### config.mk
export PLATFORM = sky130hd
export DESIGN_NAME = ide_pio_sequencer
export DESIGN_NICKNAME = d
export VERILOG_FILES = /design/src/rtl/ide_pio_pkg.sv /design/src/rtl/ide_pio_timer.sv /design/src/rtl/ide_pio_sequencer.sv
export SDC_FILE = /design/constraint.sdc
export NUM_CORES = 1
export LEC_CHECK = 0
export ABC_AREA = 0
export BUFFER_PORTS_ARGS = -buffer_cell sky130_fd_sc_hd__buf_2
export CELL_PAD_IN_SITES_DETAIL_PLACEMENT = 1
export CELL_PAD_IN_SITES_GLOBAL_PLACEMENT = 1
export CORE_ASPECT_RATIO = 0.6
export CORE_UTILIZATION = 44
export CTS_CLUSTER_DIAMETER = 60
export DETAILED_ROUTE_END_ITERATION = 10
export PLACE_DENSITY = 0.9
export SLEW_MARGIN = 20
export SYNTH_ARGS = -nofsm -noshare
export SYNTH_HDL_FRONTEND = slang
export SYNTH_SLANG_ARGS = --single-unit
### constraint.sdc
create_clock -name CLK -period 2.23 [get_ports CLK]
set_input_delay 0.223 -clock CLK [delete_from_list [all_inputs] [get_ports CLK]]
set_output_delay 0.223 -clock CLK [all_outputs]
set_load 0.1 [all_outputs]
### src/rtl/ide_pio_pkg.sv
// Shared types and PIO timing tables for the IDE bus-cycle sequencer.
package ide_pio_pkg;

  typedef enum logic [2:0] {
    IDLE   = 3'd0,
    SETUP  = 3'd1,
    STROBE = 3'd2,
    HOLD   = 3'd3,
    ACK    = 3'd4,
    REC    = 3'd5,
    ROMW   = 3'd6
  } state_t;

  typedef struct packed {
    logic [2:0] t1;
    logic [2:0] t2;
    logic [2:0] rec;
  } timing_t;

  // Indexed by PIO mode; values are CLK cycles.
  localparam logic [2:0] T1_TAB  [4] = '{3'd2, 3'd1, 3'd1, 3'd1};
  localparam logic [2:0] T2_TAB  [4] = '{3'd5, 3'd4, 3'd3, 3'd2};
  localparam logic [2:0] REC_TAB [4] = '{3'd4, 3'd3, 3'd2, 3'd1};

  function automatic timing_t pio_timing(input logic [1:0] mode);
    timing_t t;
    t.t1  = T1_TAB[mode];
    t.t2  = T2_TAB[mode];
    t.rec = REC_TAB[mode];
    return t;
  endfunction

endpackage

### src/rtl/ide_pio_timer.sv
// 3-bit loadable down-counter shared by all timed sequencer states.
module ide_pio_timer (
  input  logic       clk,
  input  logic       rst_n,
  input  logic       load,
  input  logic [2:0] value,
  output logic       zero
);

  logic [2:0] count;

  always_ff @(posedge clk or negedge rst_n) begin
    if (!rst_n) begin
      count <= '0;
    end else if (load) begin
      count <= value;
    end else if (count != '0) begin
      count <= count - 3'd1;
    end
  end

  assign zero = (count == '0);

endmodule

### src/rtl/ide_pio_sequencer.sv
// Sequences IDE register and boot-ROM bus cycles for both ATA ports with
// per-port PIO timing; every output is a register.
module ide_pio_sequencer
  import ide_pio_pkg::*;
#(
  parameter logic [1:0]  DEFAULT_MODE = 2'd0,
  parameter int unsigned ROM_WAIT     = 1,
  parameter int unsigned REC_EXTRA    = 0
) (
  input  logic       CLK,
  input  logic       RESET_n,
  input  logic       AS_n,
  input  logic       UDS_n,
  input  logic       LDS_n,
  input  logic       RW,
  input  logic       ide_access,
  input  logic       rom_sel,
  input  logic       port_sel,
  input  logic       cs_sel,
  input  logic       cfg_we,
  input  logic       cfg_port,
  input  logic [1:0] cfg_mode,
  output logic       IOR_n,
  output logic       IOW_n,
  output logic [1:0] IDE1_CS_n,
  output logic [1:0] IDE2_CS_n,
  output logic       DTACK,
  output logic       busy
);

  localparam logic [2:0] ROM_WAIT_M1 = 3'(ROM_WAIT - 1);

  state_t     state_q, state_d;
  logic [1:0] mode_q [2];
  logic       port_q, cs_q, rd_q, abort_q;
  logic       port_d, cs_d, rd_d, abort_d;
  logic [2:0] t2_q, rec_q, t2_d, rec_d;
  logic       start, take;
  timing_t    tim_sel;
  logic       tmr_load, tmr_zero;
  logic [2:0] tmr_value;
  logic       cs_act, strobe, dtack_d;
  logic [1:0] cs_lo;

  ide_pio_timer u_timer (
    .clk   (CLK),
    .rst_n (RESET_n),
    .load  (tmr_load),
    .value (tmr_value),
    .zero  (tmr_zero)
  );

  always_comb begin
    start   = ide_access && !AS_n && (!UDS_n || !LDS_n);
    take    = (state_q == IDLE) && start;
    tim_sel = pio_timing(mode_q[port_sel]);
    // Cycle attributes are captured on the start edge so later cfg writes
    // cannot disturb a cycle already in flight.
    port_d  = take ? port_sel : port_q;
    cs_d    = take ? cs_sel : cs_q;
    rd_d    = take ? RW : rd_q;
    t2_d    = take ? tim_sel.t2 : t2_q;
    rec_d   = take ? (rom_sel ? 3'd0 : tim_sel.rec + 3'(REC_EXTRA)) : rec_q;
    abort_d = take ? 1'b0 : abort_q;

    state_d   = state_q;
    tmr_load  = 1'b0;
    tmr_value = '0;
    cs_act    = 1'b0;
    strobe    = 1'b0;
    dtack_d   = 1'b0;

    case (state_q)
      IDLE: begin
        if (take) begin
          if (!rom_sel) begin
            state_d   = SETUP;
            cs_act    = 1'b1;
            tmr_load  = 1'b1;
            tmr_value = tim_sel.t1 - 3'd1;
          end else if (ROM_WAIT == 0) begin
            state_d = ACK;
            dtack_d = 1'b1;
          end else begin
            state_d   = ROMW;
            tmr_load  = 1'b1;
            tmr_value = ROM_WAIT_M1;
          end
        end
      end
      ROMW: begin
        if (AS_n) begin
          state_d   = (rec_q == '0) ? IDLE : REC;
          tmr_load  = (rec_q != '0);
          tmr_value = rec_q - 3'd1;
        end else if (tmr_zero) begin
          state_d = ACK;
          dtack_d = 1'b1;
        end
      end
      SETUP: begin
        if (AS_n) begin
          state_d   = (rec_q == '0) ? IDLE : REC;
          tmr_load  = (rec_q != '0);
          tmr_value = rec_q - 3'd1;
        end else begin
          cs_act = 1'b1;
          if (tmr_zero) begin
            state_d   = STROBE;
            strobe    = 1'b1;
            tmr_load  = 1'b1;
            tmr_value = t2_q - 3'd1;
          end
        end
      end
      STROBE: begin
        cs_act = 1'b1;
        if (AS_n) begin
          state_d = HOLD;
          abort_d = 1'b1;
        end else if (tmr_zero) begin
          state_d = HOLD;
        end else begin
          strobe = 1'b1;
        end
      end
      HOLD: begin
        if (abort_q) begin
          state_d   = (rec_q == '0) ? IDLE : REC;
          tmr_load  = (rec_q != '0);
          tmr_value = rec_q - 3'd1;
        end else begin
          state_d = ACK;
          dtack_d = 1'b1;
        end
      end
      ACK: begin
        if (AS_n) begin
          state_d   = (rec_q == '0) ? IDLE : REC;
          tmr_load  = (rec_q != '0);
          tmr_value = rec_q - 3'd1;
        end else begin
          dtack_d = 1'b1;
        end
      end
      REC: begin
        if (tmr_zero) state_d = IDLE;
      end
      default: state_d = IDLE;
    endcase

    cs_lo = cs_d ? 2'b01 : 2'b10;
  end

  always_ff @(posedge CLK or negedge RESET_n) begin
    if (!RESET_n) begin
      state_q   <= IDLE;
      mode_q[0] <= DEFAULT_MODE;
      mode_q[1] <= DEFAULT_MODE;
      port_q    <= 1'b0;
      cs_q      <= 1'b0;
      rd_q      <= 1'b1;
      abort_q   <= 1'b0;
      t2_q      <= '0;
      rec_q     <= '0;
      IOR_n     <= 1'b1;
      IOW_n     <= 1'b1;
      IDE1_CS_n <= '1;
      IDE2_CS_n <= '1;
      DTACK     <= 1'b0;
      busy      <= 1'b0;
    end else begin
      state_q <= state_d;
      if (cfg_we) mode_q[cfg_port] <= cfg_mode;
      port_q    <= port_d;
      cs_q      <= cs_d;
      rd_q      <= rd_d;
      abort_q   <= abort_d;
      t2_q      <= t2_d;
      rec_q     <= rec_d;
      IOR_n     <= !(strobe && rd_d);
      IOW_n     <= !(strobe && !rd_d);
      IDE1_CS_n <= (cs_act && !port_d) ? cs_lo : 2'b11;
      IDE2_CS_n <= (cs_act && port_d) ? cs_lo : 2'b11;
      DTACK     <= dtack_d;
      busy      <= (state_d != IDLE);
    end
  end

endmodule
[Word level (Yosys, flattened, before mapping)]
Index checks and enable logic that the tools add are counted.
W data, S select, Z words.
Word-level totals
  bits in registers: 28
  input bits: 14
  output and inout port bits: 8
  word-level logic and storage cells: 120
Operators by class
  add/sub/neg operators: 4
  magnitude comparators: 4
  equal/unequal tests: 6
  mux-type cells: 63
  bitwise logic cells: 3
  reductions and logical operators: 24
Operator list (count)
  $mux W3: 27
  $pmux W3 S7: 1
  $bmux W3 S2: 3
  $mux W1: 18
  $mux W2: 7
  $pmux W3 S4: 1
  $sub A3 B1 Y3 const B: 4
  $eq A3 B3 Y1 const B: 3
  $logic_not A3 Y1: 3
  $reduce_bool A3 Y1: 3
  $logic_and A1 B1 Y1: 8
  $logic_not A1 Y1: 7
  $eq A3 B2 Y1 const B: 2
  $pmux W1 S3: 2
  $bwmux W4: 1
  $ge A2 B2 Y1 const B: 2
  $not A1 Y2: 2
  $pmux W1 S4: 1
  $eq A3 B1 Y1 const B: 1
  $ge A3 B3 Y1 const B: 1
  $not A2 Y3: 1
  $demux W2 S1: 1
  $lt A2 B1 Y1 const B: 1
  $pmux W1 S2: 1
  3 further kinds: 3

[Longest topological paths before layout]
Gate-level depths: netlist (run 1).
  depth after elaboration: 13
  gate-level depth with buffers: 8
  gate-level depth less buffers: 7

[By module]
From an unflattened synthesis (run 1), not the netlist that was laid out.
Second synthesis, totals
  cells, all modules: 153
  area, all modules: 1575.3 um^2
Modules (own cells, without submodules)
  ide_pio_sequencer: times used 1, cells an instance 132, area each 1373.8 um^2, seq. area each 634.4 um^2
  ide_pio_timer: times used 1, cells an instance 21, area each 201.4 um^2, seq. area each 75.1 um^2

[Worst setup path before layout (run 1)]
No wires, ideal clock.
  kind: reg-to-reg
  start point: register rec_q[0]
  end point: register busy
  library setup time: 0.153 ns
  data arrival time: 1.537 ns
  required time: 2.077 ns
  slack: 0.541 ns
  cell stages (with the launch flop): 8
  buffers on the path: 0
  period minus slack after synthesis: 1.689 ns
  cells stage by stage: dfrtp_1 > inv_1 > ha_1 > nor2b_1 > a21oi_1 > a21o_1 > a222oi_1 > a41oi_1
Between the ends
  cells in the longest elaborated chain, start to end: 5
  elaborated cells on any way between the ends: 8
  those cells by class: mux: 6; reduce/logical: 2
Ends and longest elaborated chain
  start, declared: RTL line ide_pio_sequencer.sv:37  | logic [2:0] t2_q, rec_q, t2_d, rec_d;
  start signal, assigned: RTL line ide_pio_sequencer.sv:180  | rec_q <= rec_d;
  $logic_not A3 Y1 *
  $mux W3 *
  $mux W3 (on tied branches)
  $pmux W3 S7 *: RTL line ide_pio_sequencer.sv:73  | case (state_q)
  $reduce_bool A3 Y1 *: RTL line ide_pio_sequencer.sv:186  | busy <= (state_d != IDLE);
  end signal, assigned: RTL line ide_pio_sequencer.sv:186
  end, declared: RTL line ide_pio_sequencer.sv:28  | output logic busy
Mark *: on every way between the ends. The rest lies on a longest branch, timed or not.
A chain may end at the register's enable or synchronous reset.

[Final worst setup path (run 1)]
  start point: register state_q[2]
  end point: register IDE2_CS_n[0]
Between the ends
  elaborated cells on any way between the ends: 11
  those cells by class: eq/ne: 2; mux: 6; reduce/logical: 3
RTL lines
  start, declared: RTL line ide_pio_sequencer.sv:33  | state_t state_q, state_d;
  start signal, assigned: RTL line ide_pio_sequencer.sv:173  | state_q <= state_d;
  $logic_not A3 Y1: RTL line ide_pio_sequencer.sv:55  | take = (state_q == IDLE) && start;
  $logic_and A1 B1 Y1: RTL line ide_pio_sequencer.sv:55
  $mux W1: RTL line ide_pio_sequencer.sv:59  | port_d = take ? port_sel : port_q;
  net port_d: RTL line ide_pio_sequencer.sv:36  | logic port_d, cs_d, rd_d, abort_d;
  $logic_and A1 B1 Y1: RTL line ide_pio_sequencer.sv:184  | IDE2_CS_n <= (cs_act && port_d) ? cs_lo : 2'b11;
  $mux W2: RTL line ide_pio_sequencer.sv:184
  end signal, assigned: RTL line ide_pio_sequencer.sv:184
  end, declared: RTL line ide_pio_sequencer.sv:26  | output logic [1:0] IDE2_CS_n,
The timed path passes the listed nets, and every way through them passes these cells.

==> results of run 1 <==
-- worst max-delay path: stages (launching register included) --
cell and delay, ns:
dfrtp_1 0.53, a211oi_1 0.38, nand3_2 0.25, buf_4 0.25
mux2i_1 0.24, inv_1 0.12, nand3_1 0.12
-- area by class of cell --
type | count | area, um2
clock inverter | 1 | 30.0
fill | 387 | 1530
timing repair buffer | 26 | 145
multi-input combinational | 114 | 806
tap | 45 | 56.3
clock buffer | 3 | 41.3
inverter | 12 | 45.0
sequential | 28 | 709
-- metal layers --
layer	vias up	global-route usage, %	part of all wire, %
met4	0	0.893	0.095
met3	2	4.53	5.0
met2	33	36.2	45
li1	612	-	-
met5	-	0	0
met1	650	34.3	50
-- cells in the mapped netlist --
master,count
dfrtp_1,21
nor2_1,15
inv_1,12
nand2_1,10
ha_1,9
nand3_1,9
o21ai_0,9
dfstp_2,7
mux2i_1,6
a21oi_1,4
a22o_1,4
mux2_2,4
nand2b_1,4
nor2b_1,4
and3_1,3
buf_2,3
xnor2_1,3
a211o_1,2
a211oi_1,2
buf_4,2
nand3b_1,2
nor2b_2,2
nor3_1,2
o21a_1,2
or3_1,2
a21boi_0,1
a21o_1,1
a21oi_2,1
a222oi_1,1
a22oi_2,1
a31o_1,1
a32oi_1,1
a41oi_1,1
buf_6,1
clkbuf_1,1
mux2_4,1
nand4b_1,1
nor3b_1,1
o2111ai_1,1
o211a_1,1
o22ai_1,1
o31ai_1,1
o32a_1,1
-- layout by cell type, fill, tap and decap left out, types with 2 or more instances in the layout --
master / Yosys / layout
dfrtp_1: 21 / 21
buf_2: 3 / 21
nor2_1: 15 / 15
inv_1: 12 / 12
nand2_1: 10 / 10
o21ai_0: 9 / 9
ha_1: 9 / 9
nand3_1: 9 / 8
dfstp_2: 7 / 7
mux2i_1: 6 / 6
nor2b_1: 4 / 4
nand2b_1: 4 / 4
a21oi_1: 4 / 4
a22o_1: 4 / 4
mux2_2: 4 / 4
buf_4: 2 / 4
and3_1: 3 / 3
xnor2_1: 3 / 3
clkbuf_8: 0 / 3
nor2b_2: 2 / 2
a211oi_1: 2 / 2
nand3b_1: 2 / 2
nor3_1: 2 / 2
o21a_1: 2 / 2
or3_1: 2 / 2
a211o_1: 2 / 2
-- cells by family after synthesis --
| group | share of synthesized area (%) |
|---|---|
| xor gates and xnor gates | 1.64 |
| and+or+nand+nor | 17.4 |
| adders and majority gates | 7.04 |
| AOI/OAI and AO/OA | 16.4 |
| DFF | 44.3 |
| muxes | 7.51 |
| buffers and inverters | 5.63 |
-- sequential cells by signal, indices dropped and copies added (netlist names) --
name,count
IOR_n,1
u_timer.count,3
state_q,3
busy,1
mode_q,4
cs_q,1
DTACK,1
abort_q,1
rec_q,3
t2_q,3
IDE2_CS_n,2
IDE1_CS_n,2
rd_q,1
port_q,1
IOW_n,1
-- worst paths after layout --
check / from / endpoint / slack, ns / depth (start not counted)
worst max-delay path: state_q[2]$_DFF_PN0_ / IDE2_CS_n[0]$_DFF_PN1_ / 0.29 / 6
worst min-delay path: cfg_mode[0] / mode_q[0]$_DFFE_PN0P_ / 0.19 / 2
worst max register to register: state_q[2]$_DFF_PN0_ / IDE2_CS_n[0]$_DFF_PN1_ / 0.29 / 6
worst min register to register: mode_q[0]$_DFFE_PN0P_ / mode_q[0]$_DFFE_PN0P_ / 0.52 / 1
max in group asynchronous: RESET_n / t2_q[0]$_DFFE_PN0N_ / 1.34 / 2
min in group asynchronous: RESET_n / t2_q[1]$_DFFE_PN0N_ / 0.49 / 2
-- power by group --
group,switching (uW),internal (uW)
Combinational,891,481
Clock,164,240
Sequential,134,703
-- metrics by stage --
stage	util, %	instance area, um2
3_5_place_dp	51.9	1750
2_1_floorplan	-	1600
4_1_cts	54.4	1830
5_1_grt	54.5	1830
3_3_place_gp	51.9	1750
6_report	54.5	1830
-- what timing repair did --
action,4_1_cts,5_1_grt
setup endpoints to repair,0,1
hold buffers,1,0
endpoints found under the hold margin,21,0
gates resized for setup,0,1
==> impl_metrics.tcl, run 1 <==
set metrics [dict create \
    fin_crit_sh_pct 86.9 \
    ant_nets 0 \
    status "completed" \
    dp_cells 224 \
    clockRootBuffer "clkbuf_8" \
    die_y_um 48.7 \
    arrival_ns 2.16 \
    tightest_slew_ns 0.625 \
    max-slew-margin-rel_pct 58.3 \
    postCtsSetupBuffers 0 \
    syn_inst 161 \
    wirelength_mm 4.22 \
    initial_utilization_pct 47.6 \
    path_class "flip-flop to flip-flop" \
    end_kind "flip-flop" \
    syn_area_per_cell_um2 9.94 \
    fp.coreArea_um2 3360 \
    gp_congestion 0.931 \
    cts_buffers 3 \
    path_clk_slew_ns 0.10 \
    synth_nets 184 \
    fp.dieW_um 79.9 \
    max_freq_mhz 516 \
    pre_cts_ws_ns 0.219 \
    clock_path_buffers 2 \
    rows 16 \
    critPathMaxFanout 11 \
    hpwl_mm 3.16 \
    synth-seq-area-share_pct 44.3 \
    synth_area_leaders "dfrtp_1 33%, dfstp_2 11%, ha_1 7.0%, mux2i_1 3.8%, nor2_1 3.5%" \
    netlist_area_um2 1600 \
    vias 1297 \
    area_delta_synth_final_pct 14.5 \
    layout-drive-gt1-share_pct 25.0 \
    hold_path_class "input port to flip-flop" \
    finalSetupViolations 0 \
    grt_max_degree 29 \
    cp.required_ns 2.45 \
    grt_usage_pct 22.9 \
    netlist.top_cell.by_area "dfrtp_1" \
    layout_min_cycle_time_ns 1.94 \
    cap_violations 0 \
    synth_cell_types 43 \
    routed_via_density 5.66 \
    finalHoldViolCount 0 \
    slew_violations 0 \
    clkLatencyLatePin_ns 0.28 \
    clkSinkCount 28 \
    port_buffers 21 \
    wl_per_cell_um 18.4 \
    synth-warning-count 0 \
    p_total_uw 2610 \
    tns_ns 0 \
    rsz0062_at_grt "no" \
    setup_ws_ns 0.291 \
    hold_ws_ns 0.194 \
    grt_overflow 0 \
    p_per_area_nw_per_um2 1430 \
    ir_worst_vdd_mv 0.853 \
    ys_seq_elements 28 \
    cts_tree "yes" \
    p_leak_uw 0.000855 \
    drt_iter0_drc 93 \
    nets 208 \
    num_antenna_cells 0 \
    dr.pass1.iters 4 \
    synth_top_area_share_pct 32.8 \
    first_global_vias 1322 \
    clock_skew_ns 0.00368 \
    h-tree-depth 1 \
    drc_errors 0 \
    stdcell_count 229 \
    antenna_found_initial 0 \
    crit_path_start_kind "flip-flop" \
    io_pins 22 \
    die-area_um2 3890 \
    grt_pass1_wl_mm 6.75 \
]
(Power assumes the default switching activity.)
==> run 2, diff against run 1 <==
- BUFFER_PORTS_ARGS: -buffer_cell sky130_fd_sc_hd__buf_2 -> -buffer_cell sky130_fd_sc_hd__buf_4
- PLACE_DENSITY: 0.9 -> 0.89
- SYNTH_HIERARCHICAL: not set -> 1
==> run 2 against run 1 <==
Sequential power grew 5.1%. Worst hold slack lost 0.0064 ns. Total power shrank 5.0%. Critical endpoint is now u_timer/count[1]$_DFFE_PN0P_.
==> impl_metrics.tcl, run 2 <==
set metrics [dict create \
    clkLatencyLatePin_ns 0.27 \
    status "completed" \
    p_per_area_nw_per_um2 1360 \
    synth_top_family_by_area "simple AND/OR/NAND/NOR gates" \
    h-tree-depth 1 \
    endpoint "u_timer/count[1]$_DFFE_PN0P_" \
    area_delta_synth_final_pct 15.6 \
    ys_seq_elements 28 \
    p_leak_uw 0.000825 \
    finalSetupViolations 0 \
    die-area_um2 3830 \
    port_buffers 21 \
    synth-warning-count 6 \
    cp-startpoint "mode_q[3]$_DFFE_PN0P_" \
    synth_cell_types 51 \
    path_clk_slew_ns 0.09 \
    synth_area_leaders "dfrtp_1 33%, dfstp_2 12%, ha_1 6.4%, inv_1 3.8%, mux2_2 3.6%" \
    syn_inst 153 \
    ir_worst_vdd_mv 0.533 \
    synth-main-ff-cell "dfrtp_1" \
    grt_max_degree 29 \
    max-slew-margin-rel_pct 60.3 \
    io_pins 22 \
    path_class "flip-flop to flip-flop" \
    nets 197 \
    tightest_slew_ns 0.588 \
    fp.dieW_um 79.2 \
    postLayoutCellArea_um2 1820 \
    r2r_cells 8 \
    ys_top_cells_by_count "21 x dfrtp_1, 16 x inv_1, 15 x nand2_1, 8 x ha_1" \
    initial_utilization_pct 47.1 \
    clkSinkCount 28 \
    vias 1218 \
    clock_skew_ns 0.00468 \
    p_total_uw 2480 \
    muxShareOfSynthArea_pct 6.12 \
    synth-seq-area-share_pct 45.0 \
    grt_pass1_wl_mm 6.40 \
    end_kind "flip-flop" \
    rsz0062_at_grt "no" \
    max_freq_mhz 484 \
    first_global_vias 1238 \
    cap_violations 0 \
    place_area_um2 1750 \
    wl_per_cell_um 17.5 \
    cts_buffers 3 \
    critPathMaxFanout 3 \
    layout_min_cycle_time_ns 2.07 \
    reg2reg_to "u_timer/count[1]$_DFFE_PN0P_" \
    fin_crit_sh_pct 92.6 \
    clock_path_buffers 2 \
    num_antenna_cells 0 \
    ff2ff_setup_slack_ns 0.16 \
    hold_path_class "input port to flip-flop" \
    crit_path_start_kind "flip-flop" \
    yosysMostFrequentCell "dfrtp_1" \
    fin_util_pct 54.5 \
    netlist.top_cell.by_area "dfrtp_1" \
    grt_usage_pct 22.4 \
    synthSimpleGateAreaFrac_pct 19.2 \
    synth_edf_count 0 \
    largest_reg_flops 4 \
    cts_tree "yes" \
    ant_nets 0 \
    gp_congestion 0.859 \
    layout_common_cells "22 x buf_4, 21 x dfrtp_1, 15 x nand2_1, 15 x inv_1, 8 x ha_1" \
    netlist_area_um2 1580 \
    finalHoldViolCount 0 \
    synth_compound_area_share_pct 15.6 \
    dr.pass1.iters 4 \
    drt_iter0_drc 137 \
    r2r-start "mode_q[3]$_DFFE_PN0P_" \
    drc_errors 0 \
    top_register "mode_q" \
    synth_xor_area_share_pct 1.11 \
    synth_nets 175 \
    clockRootBuffer "clkbuf_8" \
    arrival_ns 2.24 \
    antenna_found_initial 0 \
    synth_top_area_share_pct 33.4 \
    mostFrequentLayoutCell "buf_4" \
    layout-drive-gt1-share_pct 26.4 \
    grt_overflow 0 \
    synthAdderAreaFrac_pct 6.35 \
    syn_area_per_cell_um2 10.3 \
    fillers 396 \
    rows 16 \
    die_y_um 48.3 \
    hpwl_mm 2.95 \
    cp.required_ns 2.41 \
    slew_violations 0 \
    routed_via_density 5.56 \
    async_reset_ff_share_pct 100 \
    wirelength_mm 3.83 \
    tns_ns 0 \
    fp.coreArea_um2 3340 \
]
==> run 2: worst min path at each step <==
| stage | from | to | slack, ns | cells after the start |
|---|---|---|---|---|
| CTS | cfg_mode[1] | mode_q[1]$_DFFE_PN0P_ | 0.18 | 2 |
| global placement | RESET_n | DTACK$_DFF_PN0_ | 0.16 | 1 |
| detailed placement | RESET_n | DTACK$_DFF_PN0_ | 0.16 | 1 |
| global route | rom_sel | state_q[0]$_DFF_PN0_ | 0.19 | 2 |
| finish | cfg_mode[1] | mode_q[1]$_DFFE_PN0P_ | 0.19 | 2 |
| floorplan | RESET_n | DTACK$_DFF_PN0_ | -0.07 | 0 |
==> run 2: what timing repair did <==
action,CTS,global route
setup endpoints to repair,0,5
resized for setup,0,3
hold buffers,1,0
hold endpoints to repair,21,0
setup buffers,0,1
==> run 2: cell families (layout without fill, tap and decap cells) <==
group	after synthesis	after routing
AO/OA/AOI/OAI	34	34
XOR/XNOR	2	2
adder cells (fa/ha/maj)	8	8
buffers and inverters	23	44
flip-flops	28	28
multiplexers	9	9
AND/OR/NAND/NOR	49	49
==> run 2: critical path: stages (launching register included) <==
cell and delay [ns]:
dfrtp_1 0.41, mux2i_1 0.27, ha_1 0.23, inv_1 0.05, ha_1 0.30, o32a_1 0.33
o21ai_0 0.07, nor2b_1 0.07, a311oi_1 0.25
==> run 2: stage by stage <==
step	instances	hold slack, ns	setup slack (ns)
2_1_floorplan	153	-0.0726	0.385
3_3_place_gp	213	0.155	0.273
3_5_place_dp	213	0.163	0.118
4_1_cts	218	0.185	0.0893
5_1_grt	219	0.190	0.0370
6_report	219	0.188	0.164
==> run 2: area by class of cell <==
cell class                      count  area, um2  share of cell area [%]
Clock buffer                        4       45.0                    2.47
Inverter                           17       63.8                    3.51
Timing Repair Buffer               23        175                    9.62
Tap cell                           45       56.3                    3.09
Sequential cell                    28        709                    39.0
Multi-Input combinational cell    102        771                    42.3
==> run 2: power breakdown <==
group / switching [uW] / total, uW / internal (uW)
registers: 161 / 880 / 719
clock network: 152 / 280 / 128
logic: 843 / 1320 / 480
==> run 2: layer usage <==
layer / GRT usage [%] / vias to the layer above / share of wire [%]
li1: - / 579 / -
met1: 31.4 / 607 / 47
met2: 36.9 / 30 / 49
met3: 4.53 / 2 / 4.2
met4: 2.73 / 0 / 0.34
met5: 0 / - / 0
==> run 3, diff against run 2 <==
- PLACE_DENSITY: 0.89 -> 0.9
- SYNTH_HIERARCHICAL: 1 -> not set
==> run 3 against run 2 <==
Critical path depth down 2. Utilization up 1.5 points. First-iteration DRC count down 34%. Sequential power down 3.9%. Maximum frequency up 3.2%.
==> impl_metrics.tcl, run 3 (same netlist as run 1, synthesis figures left out) <==
set metrics [dict create \
    cp.required_ns 2.45 \
    p_per_area_nw_per_um2 1420 \
    vias 1344 \
    fin_util_pct 55.9 \
    cap_violations 0 \
    p_clk_share_pct 15.2 \
    routed_via_density 5.87 \
    clock_skew_ns 0.00430 \
    grt_pass1_wl_mm 7.33 \
    ant_nets 0 \
    first_global_vias 1395 \
    drc_errors 0 \
    regArea_um2 709 \
    max-slew-margin-rel_pct 67.6 \
    h-tree-depth 1 \
    arrival_ns 2.22 \
    nets 208 \
    status "completed" \
    clkSinkCount 28 \
    net-switching-power_uw 1220 \
    grt_max_degree 29 \
    finalSetupViolations 0 \
    finalHoldViolCount 0 \
    crit_path_start_kind "flip-flop" \
    postCtsSetupBuffers 0 \
    antenna_found_initial 0 \
    fp.coreArea_um2 3360 \
    tns_ns 0 \
    wirelength_mm 4.55 \
    slowest_stage "dfrtp_1" \
    die_y_um 48.7 \
    grt_usage_pct 25.5 \
    multi_input_area_um2 801 \
    drt_iter0_drc 91 \
    path_clk_slew_ns 0.10 \
    ctsHoldBuffers 1 \
    ir_worst_vdd_mv 0.881 \
    wl_per_cell_um 19.9 \
    max_stage_delay_ns 0.55 \
    hpwl_mm 3.38 \
    top_register "mode_q" \
    num_antenna_cells 0 \
    fin_crit_sh_pct 89.8 \
    port_buffers 21 \
    grt_overflow 0 \
    end_kind "flip-flop" \
    die-area_um2 3890 \
    power_frac_seq_pct 31.7 \
    clkLatencyLatePin_ns 0.28 \
    layout-drive-gt1-share_pct 24.5 \
    cts_tree "yes" \
    layout_min_cycle_time_ns 2.00 \
    initial_utilization_pct 47.6 \
    internal_power_uw 1460 \
    clock_path_buffers 2 \
    fillers 385 \
    sw_frac_of_total_pct 45.5 \
    rsz0062_at_grt "no" \
    tightest_slew_ns 0.484 \
    slew_violations 0 \
    layout_common_cells "25 x buf_4, 21 x dfrtp_1, 15 x nor2_1" \
    cts_buffers 3 \
    io_pins 22 \
    dr.pass1.iters 5 \
    largest_reg_flops 4 \
    path_cells "nor2_1, nand3_1, buf_4, o211a_1, a21oi_2, a22o_1" \
    gp_congestion 0.921 \
    clockRootBuffer "clkbuf_8" \
    comb_power_share_pct 53.2 \
    p_leak_uw 0.000877 \
    area_delta_synth_final_pct 17.5 \
    rows 16 \
    fp.dieW_um 79.9 \
    post_cts_resized 0 \
    hold_path_class "input port to flip-flop" \
    mostFrequentLayoutCell "buf_4" \
    path_class "flip-flop to flip-flop" \
    critPathMaxFanout 13 \
    max_freq_mhz 499 \
]
## run 3: cell count changes in the layout (fill, tap and decap cells not counted), sizes merged, moves of 3 or more
| cell | previous run | this run |
|---|---|---|
| buf | 22 | 25 |
| o21ai | 6 | 9 |
| and3 | 0 | 3 |
| nand2 | 15 | 10 |
| nor2 | 4 | 15 |
| nand2b | 7 | 4 |
| nand3 | 1 | 9 |
| inv | 17 | 12 |
## run 3: power groups by stage
stage / registers [uW] / logic [uW] / clock network, uW
2_1_floorplan: 1030 / 806 / 0
3_3_place_gp: 834 / 1310 / 0
3_5_place_dp: 847 / 1390 / 0
4_1_cts: 841 / 1410 / 412
5_1_grt: 861 / 1530 / 424
6_report: 846 / 1420 / 405
## run 3: worst paths after layout
path                                        from                           end  slack, ns  cells past startpoint
max                         state_q[0]$_DFF_PN0_  u_timer.count[2]$_DFFE_PN0P_       0.23                      6
min                                  cfg_mode[1]         mode_q[1]$_DFFE_PN0P_       0.19                      2
max reg2reg                 state_q[0]$_DFF_PN0_  u_timer.count[2]$_DFFE_PN0P_       0.23                      6
min reg2reg                mode_q[0]$_DFFE_PN0P_         mode_q[0]$_DFFE_PN0P_       0.52                      1
max in group asynchronous                RESET_n        IDE1_CS_n[1]$_DFF_PN1_       1.53                      2
min in group asynchronous                RESET_n                cs_q$_DFF_PN0_       0.39                      2
## run 3: layer usage
| layer | GRT usage, % | up-vias | share of wire, % |
|---|---|---|---|
| li1 | - | 617 | - |
| met1 | 34.8 | 665 | 46 |
| met2 | 41.0 | 48 | 46 |
| met3 | 5.85 | 14 | 5.7 |
| met4 | 6.55 | 0 | 2.4 |
| met5 | 0 | - | 0 |
## run 3: cell type report
cell class	instances	area share (%)
Clock inverter	1	1.60
Clock buffer	3	2.20
Multi-Input combinational cell	114	42.6
Inverter	12	2.40
Sequential cell	28	37.7
Timing Repair Buffer	26	10.5
Tap cell	45	2.99
## run 3: per-stage QoR
stage	cells	setup WS, ns	hold slack [ns]	area, um2	total power [uW]
finish	229	0.228	0.194	1880	2670
global route	229	0.128	0.187	1880	2820
CTS	229	0.272	0.185	1880	2670
detailed placement	224	0.302	0.162	1800	2240
global placement	224	0.386	0.151	1800	2140
floorplan	161	0.541	-0.0726	1600	1840
## run 3: critical path: cells and delay by family (launching register included)
kind / cells / cell delay (ns)
compound gates: 3 / 0.55
buf+inv: 1 / 0.25
flops: 1 / 0.55
simple gates: 2 / 0.59
